**config.mk**
```make
export PLATFORM = sky130hd
export DESIGN_NAME = regfile_arbiter_flat
export DESIGN_NICKNAME = d
export VERILOG_FILES = /design/src/rtl/regfile_arbiter_pkg.sv /design/src/rtl/regfile_arbiter_if.sv /design/src/rtl/regfile_arb_mux.sv /design/src/rtl/regfile_arbiter.sv /design/src/flat_wrapper.sv
export SDC_FILE = /design/constraint.sdc
export NUM_CORES = 1
export LEC_CHECK = 0
export ABC_AREA = 1
export BUFFER_PORTS_ARGS = -buffer_cell sky130_fd_sc_hd__buf_2
export CAP_MARGIN = 20
export CORE_MARGIN = 2
export CORE_UTILIZATION = 27
export DETAILED_ROUTE_END_ITERATION = 8
export GPL_TIMING_DRIVEN = 0
export PLACE_DENSITY = 0.78
export SETUP_SLACK_MARGIN = 0.05
export SYNTH_ARGS = -nofsm -noshare
export SYNTH_HDL_FRONTEND = slang
export SYNTH_SLANG_ARGS = --single-unit
```
**constraint.sdc**
```tcl
create_clock -name clk -period 1.7 [get_ports clk]
set_clock_uncertainty 0.1 [all_clocks]
set_input_delay 0.255 -clock clk [delete_from_list [all_inputs] [get_ports clk]]
set_output_delay 0.255 -clock clk [all_outputs]
set_load 0.01 [all_outputs]
```
**src/rtl/regfile_arbiter_pkg.sv**
```systemverilog
// Shared widths, active-low enable levels and arbiter state encoding for the
// register-file arbiter slice.
package regfile_arbiter_pkg;

  localparam int RF_DATA_W = 32;
  localparam int RF_ADDR_W = 5;

  localparam logic ENABLE_  = 1'b0;
  localparam logic DISABLE_ = 1'b1;

  typedef enum logic [1:0] {
    ARB_IDLE = 2'd0,
    ARB_OWN0 = 2'd1,
    ARB_OWN1 = 2'd2
  } arb_state_t;

endpackage

```
**src/rtl/regfile_arbiter_if.sv**
```systemverilog
// One master's request/grant and access bus toward the register-file arbiter.
interface regfile_arbiter_if #(
  parameter int DATA_W = 32,
  parameter int ADDR_W = 5
);
  logic              req_;
  logic [ADDR_W-1:0] addr;
  logic [DATA_W-1:0] wr_data;
  logic              we_;
  logic              grnt_;

  modport master (output req_, output addr, output wr_data, output we_, input grnt_);
  modport slave  (input req_, input addr, input wr_data, input we_, output grnt_);
endinterface

```
**src/rtl/regfile_arb_mux.sv**
```systemverilog
// Owner-select mux onto the register-file port; with no owner the port is
// parked at address 0 with writes disabled.
module regfile_arb_mux
  import regfile_arbiter_pkg::*;
#(
  parameter int DATA_W = RF_DATA_W,
  parameter int ADDR_W = RF_ADDR_W
) (
  input  arb_state_t        state,
  input  logic [ADDR_W-1:0] addr0,
  input  logic [DATA_W-1:0] d_in0,
  input  logic              we0_,
  input  logic [ADDR_W-1:0] addr1,
  input  logic [DATA_W-1:0] d_in1,
  input  logic              we1_,
  output logic [ADDR_W-1:0] rf_addr,
  output logic [DATA_W-1:0] rf_d_in,
  output logic              rf_we_
);

  always_comb begin
    rf_addr = '0;
    rf_d_in = '0;
    rf_we_  = DISABLE_;
    case (state)
      ARB_OWN0: begin
        rf_addr = addr0;
        rf_d_in = d_in0;
        rf_we_  = we0_;
      end
      ARB_OWN1: begin
        rf_addr = addr1;
        rf_d_in = d_in1;
        rf_we_  = we1_;
      end
      default: ;
    endcase
  end

endmodule

```
**src/rtl/regfile_arbiter.sv**
```systemverilog
// Round-robin arbiter sharing one single-port register file between two
// masters, with a bounded hold time while the other master is waiting.
//
// state    | meaning
// ARB_IDLE | no owner, regfile port parked (we_ high, addr/data 0)
// ARB_OWN0 | master 0 granted, its bus drives the regfile
// ARB_OWN1 | master 1 granted, its bus drives the regfile
module regfile_arbiter
  import regfile_arbiter_pkg::*;
#(
  parameter int DATA_W   = RF_DATA_W,
  parameter int ADDR_W   = RF_ADDR_W,
  parameter int MAX_HOLD = 8
) (
  input  logic              clk,
  input  logic              reset_,
  regfile_arbiter_if.slave  m0,
  regfile_arbiter_if.slave  m1,
  output logic [DATA_W-1:0] rd_data,
  output logic [ADDR_W-1:0] rf_addr,
  output logic [DATA_W-1:0] rf_d_in,
  output logic              rf_we_,
  input  logic [DATA_W-1:0] rf_d_out
);

  localparam int CNT_W = (MAX_HOLD > 1) ? $clog2(MAX_HOLD) : 1;
  localparam logic [CNT_W-1:0] HOLD_LAST = CNT_W'(MAX_HOLD - 1);

  arb_state_t       state_q, state_d;
  logic             last_owner_q, last_owner_d;  // 0 = m0, 1 = m1
  logic [CNT_W-1:0] hold_cnt_q, hold_cnt_d;
  logic             req0, req1;

  assign req0 = (m0.req_ == ENABLE_);
  assign req1 = (m1.req_ == ENABLE_);

  always_ff @(posedge clk or negedge reset_) begin
    if (!reset_) begin
      state_q      <= ARB_IDLE;
      last_owner_q <= 1'b1;
      hold_cnt_q   <= '0;
    end else begin
      state_q      <= state_d;
      last_owner_q <= last_owner_d;
      hold_cnt_q   <= hold_cnt_d;
    end
  end

  always_comb begin
    state_d      = state_q;
    last_owner_d = last_owner_q;
    case (state_q)
      ARB_IDLE: begin
        if (req0 && req1) state_d = last_owner_q ? ARB_OWN0 : ARB_OWN1;
        else if (req0)    state_d = ARB_OWN0;
        else if (req1)    state_d = ARB_OWN1;
      end
      ARB_OWN0: begin
        if (!req0) begin
          state_d      = req1 ? ARB_OWN1 : ARB_IDLE;
          last_owner_d = 1'b0;
        end else if (req1 && hold_cnt_q == HOLD_LAST) begin
          state_d      = ARB_OWN1;
          last_owner_d = 1'b0;
        end
      end
      ARB_OWN1: begin
        if (!req1) begin
          state_d      = req0 ? ARB_OWN0 : ARB_IDLE;
          last_owner_d = 1'b1;
        end else if (req0 && hold_cnt_q == HOLD_LAST) begin
          state_d      = ARB_OWN0;
          last_owner_d = 1'b1;
        end
      end
      default: state_d = ARB_IDLE;
    endcase
  end

  // Hold time only accumulates while the other master is actually waiting.
  always_comb begin
    hold_cnt_d = '0;
    if (state_d == state_q) begin
      if ((state_q == ARB_OWN0 && req1) || (state_q == ARB_OWN1 && req0))
        hold_cnt_d = hold_cnt_q + CNT_W'(1);
    end
  end

  assign m0.grnt_ = (state_q == ARB_OWN0) ? ENABLE_ : DISABLE_;
  assign m1.grnt_ = (state_q == ARB_OWN1) ? ENABLE_ : DISABLE_;
  assign rd_data  = rf_d_out;

  regfile_arb_mux #(
    .DATA_W (DATA_W),
    .ADDR_W (ADDR_W)
  ) u_mux (
    .state   (state_q),
    .addr0   (m0.addr),
    .d_in0   (m0.wr_data),
    .we0_    (m0.we_),
    .addr1   (m1.addr),
    .d_in1   (m1.wr_data),
    .we1_    (m1.we_),
    .rf_addr (rf_addr),
    .rf_d_in (rf_d_in),
    .rf_we_  (rf_we_)
  );

endmodule
```
**src/flat_wrapper.sv**
```systemverilog
// flat-port wrapper written by rule: the top's interface ports become plain ports
module regfile_arbiter_flat import regfile_arbiter_pkg::*;
#(
  parameter int DATA_W   = RF_DATA_W,
  parameter int ADDR_W   = RF_ADDR_W,
  parameter int MAX_HOLD = 8
)
  (clk, reset_, rd_data, rf_addr, rf_d_in, rf_we_, rf_d_out, m0_req_, m0_addr, m0_wr_data, m0_we_, m0_grnt_, m1_req_, m1_addr, m1_wr_data, m1_we_, m1_grnt_);
  regfile_arbiter_if #(.DATA_W(DATA_W), .ADDR_W(ADDR_W)) m0_i ();
  regfile_arbiter_if #(.DATA_W(DATA_W), .ADDR_W(ADDR_W)) m1_i ();
  input  logic clk;
  input  logic reset_;
  output logic [DATA_W-1:0] rd_data;
  output logic [ADDR_W-1:0] rf_addr;
  output logic [DATA_W-1:0] rf_d_in;
  output logic rf_we_;
  input  logic [DATA_W-1:0] rf_d_out;
  input wire logic [$bits(m0_i.req_)-1:0] m0_req_;
  input wire logic [$bits(m0_i.addr)-1:0] m0_addr;
  input wire logic [$bits(m0_i.wr_data)-1:0] m0_wr_data;
  input wire logic [$bits(m0_i.we_)-1:0] m0_we_;
  output wire logic [$bits(m0_i.grnt_)-1:0] m0_grnt_;
  input wire logic [$bits(m1_i.req_)-1:0] m1_req_;
  input wire logic [$bits(m1_i.addr)-1:0] m1_addr;
  input wire logic [$bits(m1_i.wr_data)-1:0] m1_wr_data;
  input wire logic [$bits(m1_i.we_)-1:0] m1_we_;
  output wire logic [$bits(m1_i.grnt_)-1:0] m1_grnt_;
  assign m0_i.req_ = m0_req_;
  assign m0_i.addr = m0_addr;
  assign m0_i.wr_data = m0_wr_data;
  assign m0_i.we_ = m0_we_;
  assign m0_grnt_ = m0_i.grnt_;
  assign m1_i.req_ = m1_req_;
  assign m1_i.addr = m1_addr;
  assign m1_i.wr_data = m1_wr_data;
  assign m1_i.we_ = m1_we_;
  assign m1_grnt_ = m1_i.grnt_;
  regfile_arbiter #(.DATA_W(DATA_W), .ADDR_W(ADDR_W), .MAX_HOLD(MAX_HOLD)) u_core (.clk(clk), .reset_(reset_), .m0(m0_i), .m1(m1_i), .rd_data(rd_data), .rf_addr(rf_addr), .rf_d_in(rf_d_in), .rf_we_(rf_we_), .rf_d_out(rf_d_out));
endmodule
```
==> flow_summary.ini <==
[critical_path]
cp.arrival_ps = 1570
critPathMaxFanout = 10
endpoint_kind = primary output
worst-path-buf-inv = 3
critPathLaunchType = flip-flop
crit_chain = buf_4 > ha_4 > buf_6 > a221o_1 > buf_2
critPathTopFamily = buffers and inverters
cp_slowest_stage_delay_ps = 440
cp_slowest_cell = dfrtp_2
worstPathRequired_ps = 1340
path_class = flip-flop to primary output

[logic_synthesis]
ys_types = 19
synth_most_common_cell = nand2_1
syn_avg_cell_area_um2 = 5.63
synth-seq-cells = 6
async_reset_ff_share_pct = 100
synth_edf_count = 0
seq_area_frac_synth_pct = 12.2
synthCells = 221
ys.flop_type = dfrtp_1
ys_warn_count = 0
yosys-top-cells-area = nand2_1 27%, buf_4 19%, a21oi_1 16%
synth.top_cells.by_count = 91 x nand2_1, 39 x a21oi_1, 32 x buf_4
synth_top_cell_area_share_pct = 27.5
synthesis.area_mm2 = 0.00124
synth_top_cell_by_area = nand2_1
syn_nets = 339

[layout]
instances_no_fill = 448
n_antenna_cell = 0
drive_gt1_share_pct = 69.2
nFillCells = 392
final_nets = 515
syn_to_final_growth_pct = 119

[placed_design]
gp_congestion = 0.694
portBuffers = 151
pre_cts_ws_ps = -325
post-dp-hpwl_mm = 3.96
dp.cells = 424

[floorplan]
coreArea_mm2 = 0.00438
fp-row-count = 24
io_pins = 184
die_w_um = 71.9
start_util_pct = 28.4
die_area_mm2 = 0.00517
die_height_um = 71.9

[sta]
worst_pin_slew_ps = 254
finalCriticalPeriod_ps = 1930
report.final.slew_viol_count = 0
setup_violations = 41
grt_setup_unrepaired = yes
fin_ws_ps = -229
fmax_ghz = 0.518
relSlewSlack_pct = 83.1
period_share_pct = 113
finalHoldViolations = 0

[pwr]
p_seq_share_pct = 5.8
p_sw_share_pct = 47.5
p_int_w = 0.00215
p_leak_nw = 1.44
ir_worst_vdd_mv = 0.762
powerDensity_mw_per_mm2 = 1510
finalPower_w = 0.00411
switchingPower_w = 0.00195
power_frac_comb_pct = 88.8
clock_power_share_pct = 5.4

[outcome]
failed_checks = negative setup slack
status = finished with violations

[drt]
drc = 0
vias_per_cell = 4.49
wl_mm = 5.13
first_pass_iters = 4
antenna_left = 0
routedWlPerCell_um = 11.4
vias = 2013
drtIter0Drc = 27

[clocking]
cts.htree.levels = 1
cts_root_buf = clkbuf_8
numCtsBuffers = 3
clk_pin_slew_ps = 40
cts.sinks = 6
clkLatencyLatePin_ps = 220
cts_max_path_buffers = 2
cts_tree = done

[global_routing]
antenna_found_initial = 0
grt_usage_pct = 17.5
grt_first_pass_wirelength_mm = 7.44
grt_max_degree = 11
overflow = 0
grt_pass1_vias = 1793

[run]
maxCapViolCount = 0

[worst_hold_path]
hp-class = input pin to async pin
==> layout make-up <==
| class | count | area (um^2) | area share [%] |
|---|---|---|---|
| plain buffers | 44 | 420 | 15.4 |
| flip-flops and latches | 6 | 154 | 5.66 |
| clock buffers | 4 | 45.0 | 1.66 |
| inverters | 11 | 56.3 | 2.07 |
| repair buffers | 171 | 988 | 36.3 |
| multi-input cells | 160 | 992 | 36.5 |
| well taps | 52 | 65.1 | 2.39 |
==> power groups by stage <==
stage	logic (W)	registers (W)	clock network, W
5_1_grt	0.00394	0.000244	0.000240
4_1_cts	0.00351	0.000233	0.000228
3_3_place_gp	0.00257	0.000239	0
6_report	0.00365	0.000237	0.000222
2_1_floorplan	0.00186	0.000228	0
3_5_place_dp	0.00261	0.000241	0
==> cells in the final DEF, fill, tap and decap left out, types with 3 or more instances in the layout <==
cell	Yosys	routed
dfrtp_1	5	3
nand3_2	3	3
buf_2	4	141
clkbuf_16	0	4
nand3_1	6	6
ha_4	0	3
nand2_1	91	86
inv_4	0	4
nand2_2	5	10
nor2_1	5	4
a21oi_1	39	10
inv_1	6	3
inv_2	4	3
buf_6	0	15
a21oi_4	0	10
a21oi_2	0	19
clkbuf_8	0	6
ha_1	6	3
buf_4	32	50
==> cell families after synthesis <==
logic type	Yosys count	share of synthesized area [%]
DFF	6	12.2
and+or+nand+nor	112	37.3
adders and majority gates	6	6.04
buffers and inverters	55	27.1
AOI/OAI and AO/OA	42	17.4
==> routing by layer <==
metal | routed length, um | global-route usage [%] | up-vias
li1 | - | - | 1024
met1 | 1720 | 17.0 | 881
met2 | 2930 | 37.4 | 102
met3 | 407 | 2.67 | 6
met4 | 72 | 3.77 | 0
met5 | 0 | 0 | -
==> what timing repair did <==
| action | 4_1_cts | 5_1_grt |
|---|---|---|
| hold buffers | 1 | 0 |
| resized for setup | 47 | 14 |
| cloned | 3 | 0 |
| endpoints found under the setup margin | 41 | 42 |
| pin swaps | 1 | 1 |
| endpoints found under the hold margin | 6 | 0 |
| setup buffers | 13 | 3 |
==> sequential cells by signal, summed over array words and instances, names as in the netlist <==
register	cells
u_core.hold_cnt_q	3
u_core.last_owner_q	1
u_core.state_q	2
==> path summary, 6_finish.rpt <==
path                                startpoint              endpoint  slack (ps)  depth (start not counted)
setup / recovery             u_core.state_q[1]                rf_we_        -230                          5
hold / removal                          reset_  u_core.hold_cnt_q[1]         280                          2
setup reg to reg             u_core.state_q[1]  u_core.hold_cnt_q[2]         -20                         12
hold reg to reg            u_core.last_owner_q   u_core.last_owner_q         370                          2
max in group asynchronous               reset_   u_core.last_owner_q        1000                          2
min in group clk                       m1_req_  u_core.hold_cnt_q[2]         370                          4
==> through the flow <==
step | cell area (um^2) | util [%] | TNS [ps] | hold WS (ps)
after global placement | 2270 | 51.7 | -7350 | -18.7
after global routing | 2720 | 62.1 | -9660 | 310
final | 2720 | 62.1 | -7230 | 282
after floorplan | 1450 | - | 0 | -141
after CTS | 2660 | 60.6 | -6770 | 288
after detailed placement | 2270 | 51.7 | -7660 | -18.5
(Power assumes the default switching activity.)
